$ cat config.mk
export PLATFORM = sky130hd
export DESIGN_NAME = operand_register_file
export DESIGN_NICKNAME = d
export VERILOG_FILES = /design/src/rtl/operand_register_file_pkg.sv /design/src/rtl/operand_register_file_register32.sv /design/src/rtl/operand_register_file.sv
export SDC_FILE = /design/constraint.sdc
export NUM_CORES = 1
export LEC_CHECK = 0
export ABC_AREA = 1
export CAP_MARGIN = 20
export CORE_MARGIN = 2
export CORE_UTILIZATION = 47
export CTS_CLUSTER_DIAMETER = 80
export CTS_CLUSTER_SIZE = 28
export DETAILED_ROUTE_END_ITERATION = 7
export PLACE_DENSITY = 0.72
export SLEW_MARGIN = 20
export SYNTH_ARGS = -nofsm -noshare
export SYNTH_HDL_FRONTEND = slang
export SYNTH_SLANG_ARGS = --single-unit
$ cat constraint.sdc
create_clock -name Clock -period 14.55 [get_ports Clock]
set_input_delay 3.6375 -clock Clock [delete_from_list [all_inputs] [get_ports Clock]]
set_output_delay 3.6375 -clock Clock [all_outputs]
set_load 0.03 [all_outputs]
$ cat src/rtl/operand_register_file_pkg.sv
// ---------------------------------------------------------------------------
// operand_register_file_pkg: shared FunSel / read-select encodings and width
// Revision: 1.0
// ---------------------------------------------------------------------------
`default_nettype none

package operand_register_file_pkg;

  localparam int DATA_WIDTH = 32;

  localparam logic [2:0] FUN_DEC       = 3'b000;
  localparam logic [2:0] FUN_INC       = 3'b001;
  localparam logic [2:0] FUN_LOAD      = 3'b010;
  localparam logic [2:0] FUN_CLEAR     = 3'b011;
  localparam logic [2:0] FUN_LOAD_BYTE = 3'b100;
  localparam logic [2:0] FUN_LOAD_LOW  = 3'b101;
  localparam logic [2:0] FUN_SHIFT_IN  = 3'b110;
  localparam logic [2:0] FUN_SEXT_HALF = 3'b111;

  localparam logic [1:0] SEL_R1 = 2'b00;
  localparam logic [1:0] SEL_R2 = 2'b01;
  localparam logic [1:0] SEL_R3 = 2'b10;
  localparam logic [1:0] SEL_R4 = 2'b11;

endpackage

`default_nettype wire

$ cat src/rtl/operand_register_file_register32.sv
// ---------------------------------------------------------------------------
// register32: one general register with the eight FunSel load/count operations
// Revision: 1.0
// ---------------------------------------------------------------------------
`default_nettype none

module register32
  import operand_register_file_pkg::*;
#(
  parameter int WIDTH = DATA_WIDTH
) (
  input  logic             Clock,
  input  logic             Reset,
  input  logic             E,
  input  logic [2:0]       FunSel,
  input  logic [WIDTH-1:0] I,
  output logic [WIDTH-1:0] Q
);

  logic [WIDTH-1:0] next_q;

  always_comb begin
    next_q = Q;
    case (FunSel)
      FUN_DEC:       next_q = Q - WIDTH'(1);
      FUN_INC:       next_q = Q + WIDTH'(1);
      FUN_LOAD:      next_q = I;
      FUN_CLEAR:     next_q = '0;
      FUN_LOAD_BYTE: next_q = {{(WIDTH-8){1'b0}}, I[7:0]};
      FUN_LOAD_LOW:  next_q = {Q[WIDTH-1:16], I[15:0]};
      FUN_SHIFT_IN:  next_q = {Q[WIDTH-9:0], I[7:0]};
      FUN_SEXT_HALF: next_q = {{(WIDTH-16){I[15]}}, I[15:0]};
      default:       next_q = Q;
    endcase
  end

  // Reset wins over any write presented in the same cycle.
  always_ff @(posedge Clock) begin
    if (Reset) begin
      Q <= '0;
    end else if (E) begin
      Q <= next_q;
    end
  end

endmodule

`default_nettype wire

$ cat src/rtl/operand_register_file.sv
// ---------------------------------------------------------------------------
// operand_register_file: four general registers R1..R4 with two async read ports
// Revision: 1.0
// ---------------------------------------------------------------------------
`default_nettype none

module operand_register_file
  import operand_register_file_pkg::*;
#(
  parameter int NREG  = 4,
  parameter int WIDTH = DATA_WIDTH
) (
  input  logic             Clock,
  input  logic             Reset,
  input  logic [WIDTH-1:0] I,
  input  logic [NREG-1:0]  RegSel,
  input  logic [2:0]       FunSel,
  input  logic [1:0]       OutASel,
  input  logic [1:0]       OutBSel,
  output logic [WIDTH-1:0] OutA,
  output logic [WIDTH-1:0] OutB
);

  logic [WIDTH-1:0] regs [NREG];

  // regs[0] is R1, enabled by the MSB of RegSel.
  generate
    for (genvar k = 0; k < NREG; k++) begin : g_reg
      register32 #(
        .WIDTH(WIDTH)
      ) u_reg (
        .Clock (Clock),
        .Reset (Reset),
        .E     (RegSel[NREG-1-k]),
        .FunSel(FunSel),
        .I     (I),
        .Q     (regs[k])
      );
    end
  endgenerate

  always_comb begin
    OutA = regs[0];
    case (OutASel)
      SEL_R1:  OutA = regs[0];
      SEL_R2:  OutA = regs[1];
      SEL_R3:  OutA = regs[2];
      SEL_R4:  OutA = regs[3];
      default: OutA = regs[0];
    endcase
  end

  always_comb begin
    OutB = regs[0];
    case (OutBSel)
      SEL_R1:  OutB = regs[0];
      SEL_R2:  OutB = regs[1];
      SEL_R3:  OutB = regs[2];
      SEL_R4:  OutB = regs[3];
      default: OutB = regs[0];
    endcase
  end

endmodule

`default_nettype wire

==> flow_metrics.env <==
export IMPL_gp_congestion=1.034
export IMPL_min_path_cells=2
export IMPL_post_cts_buffers=0
export IMPL_design_area_mm2=0.01895
export IMPL_syn_area_mm2=0.01683
export IMPL_route_antenna_remaining_nets=0
export IMPL_grt_pass1_vias=19630
export IMPL_yosysWarnings=0
export IMPL_yosys_most_used_dff="dfxtp_1"
export IMPL_cts_tree="yes"
export IMPL_ys_seq_area_share_pct=15.23
export IMPL_port_buffers=108
export IMPL_cts_sinks=128
export IMPL_top_regs="g.u_reg.Q: 128 flops"
export IMPL_tns_ns=0
export IMPL_root_buffer="clkbuf_16"
export IMPL_peakVddDrop_v=0.00008146
export IMPL_regMostFlops="g.u_reg.Q"
export IMPL_synthCells=3171
export IMPL_synth_edf_count=0
export IMPL_dieArea_mm2=0.03733
export IMPL_drtPass1Iterations=6
export IMPL_layout_drive_gt1_share_pct=2.280
export IMPL_drc_errors=0
export IMPL_final_hold_viol_count=0
export IMPL_setup_violations=0
export IMPL_min_path_type="reg -> reg"
export IMPL_avgSynthCellArea_um2=5.306
export IMPL_rsz0062_at_grt="no"
export IMPL_crit_path_end_kind="output pin"
export IMPL_grt_pass1_wl_mm=110.2
export IMPL_grt_total_usage_pct=37.80
export IMPL_fin_skew_ns=0.01138
export IMPL_worst_pin_slew_ns=1.143
export IMPL_min_period_over_period_pct=70.48
export IMPL_fillers=3767
export IMPL_status="finished clean"
export IMPL_post_route_min_period_ns=10.26
export IMPL_start_util_pct=47.54
export IMPL_nets=3416
export IMPL_crit_type="in -> out"
export IMPL_largest_reg_flops=128
export IMPL_htree_levels=4
export IMPL_ctsResizeCount=0
export IMPL_rows=69
export IMPL_routed_via_density=5.585
export IMPL_area_growth_pct=12.63
export IMPL_drv_slew=0
export IMPL_power_leakage_nw=10.33
export IMPL_num_vias=20710
export IMPL_synth_distinct_cells=34
export IMPL_grt_max_degree=89
export IMPL_clk_latency_ns=0.45
export IMPL_worst_path_max_fanout=25
export IMPL_path_clk_slew_ns=0.07
export IMPL_synth_seq_cells=128
export IMPL_start_kind="input pin"
export IMPL_critPathArrivalTime_ns=6.62
export IMPL_r2r_cells=11
export IMPL_ys_async_sr_fraction_pct=0
export IMPL_io_pins=109
export IMPL_antenna_found_initial=3
export IMPL_core_region_area_mm2=0.03540
export IMPL_die_y_um=193.2
export IMPL_place_hpwl_mm=57.06
export IMPL_synth_net_count=3355
export IMPL_wl_mm=71.87
export IMPL_dr_first_iter_drc_count=1836
export IMPL_ctsHoldBuffers=0
export IMPL_worstPathRequired_ns=10.91
export IMPL_fmax_mhz=97.51
export IMPL_overflow=0
export IMPL_timing_slew_headroom_pct=23.65
export IMPL_die_width_um=193.2
export IMPL_cts_path_max_buffers=2
export IMPL_wire_per_inst_um=19.39
export IMPL_placedInstanceArea_mm2=0.01831
export IMPL_power_density_mw_per_mm2=99.63
export IMPL_maxCapViolations=0
export IMPL_cts_buffers=17
-- logic make-up (layout without fill, tap and decap cells) --
group | count (synthesis) | count (layout) | share of synthesized area, %
other | 0 | 1 | 0
xor gates and xnor gates | 27 | 27 | 1.405
DFF | 128 | 128 | 15.23
and+or+nand+nor | 1757 | 1757 | 41.72
AOI/OAI and AO/OA | 512 | 512 | 17.40
adders and majority gates | 139 | 139 | 10.51
buffers and inverters | 608 | 682 | 13.73
-- cell usage in the layout, fill, tap and decap left out, types with 17 or more instances in the layout --
cell / synthesis / final
o2111ai_1: 48 / 48
a221oi_1: 20 / 20
inv_1: 523 / 522
nor2_1: 251 / 244
clkbuf_16: 0 / 17
nand3_1: 159 / 158
xor2_1: 26 / 26
o21ai_0: 167 / 167
nand3b_1: 26 / 26
a21oi_1: 215 / 215
a31oi_1: 41 / 41
nand4_1: 21 / 21
ha_1: 135 / 135
buf_4: 2 / 17
clkdlybuf4s50_1: 0 / 108
nand2_1: 1268 / 1268
dfxtp_1: 128 / 128
-- area by class of cell --
cell class	count	area [um^2]	area share [%]
flip-flops and latches	128	2562	13.52
repair buffers	125	1209	6.378
inverters	525	1971	10.40
well taps	461	576.8	3.044
clock inverters	13	183.9	0.9705
diodes	1	2.502	0.01320
clock buffers	19	452.9	2.390
multi-input cells	2435	11990	63.29
-- worst max-delay path, cell delays in order --
cell and delay, ns:
clkdlybuf4s50_1 0.59, nand2_1 0.70, inv_1 0.55, a221oi_1 0.15, a22oi_1 0.25, clkdlybuf4s50_1 0.73
-- report_power, final --
part | switching, mW | internal (mW)
combinational | 0.651 | 0.309
clock | 0.187 | 0.296
sequential | 0.0645 | 0.382
total | 0.902 | 0.986
-- Yosys cell counts, types with 16 or more instances --
master | instances | area, um^2
nand2_1 | 1268 | 4760
a21oi_1 | 215 | 1076
o21ai_0 | 167 | 835.8
o2111ai_1 | 48 | 420.4
clkbuf_1 | 65 | 244.0
dfxtp_1 | 128 | 2562
inv_1 | 523 | 1963
nand3b_1 | 26 | 195.2
xor2_1 | 26 | 227.7
buf_2 | 16 | 80.08
ha_1 | 135 | 1689
nor2_1 | 251 | 942.2
a221oi_1 | 20 | 175.2
a31oi_1 | 41 | 256.5
nand4_1 | 21 | 131.4
nand3_1 | 159 | 795.8
-- per-layer routing --
layer / share of wire (%) / track usage [%] / vias up
li1: - / - / 10210
met1: 40 / 45.77 / 9469
met2: 47 / 64.18 / 812
met3: 7.5 / 6.102 / 212
met4: 5.5 / 20.24 / 4
met5: 0.038 / 0 / -
-- worst paths after layout --
kind | start | end | slack, ns
max | OutBSel[1] | OutB[10] | 4.29
min | g_reg[3].u_reg.Q[9] | g_reg[3].u_reg.Q[9] | 0.53
max reg2reg | g_reg[2].u_reg.Q[0] | g_reg[2].u_reg.Q[28] | 12.08
min reg2reg | g_reg[3].u_reg.Q[9] | g_reg[3].u_reg.Q[9] | 0.53
-- per-stage QoR --
step	instances	hold slack, ns	power [mW]	util [%]	setup slack [ns]
floorplan	3171	0.4567	1.087	-	5.320
global placement	3674	0.5036	1.378	51.74	4.391
detailed placement	3674	0.5094	1.390	51.74	4.368
CTS	3706	0.5209	1.870	53.53	4.381
global route	3707	0.5399	2.016	53.54	4.320
finish	3707	0.5266	1.888	53.54	4.295
Power figures use the tool's default switching activity.
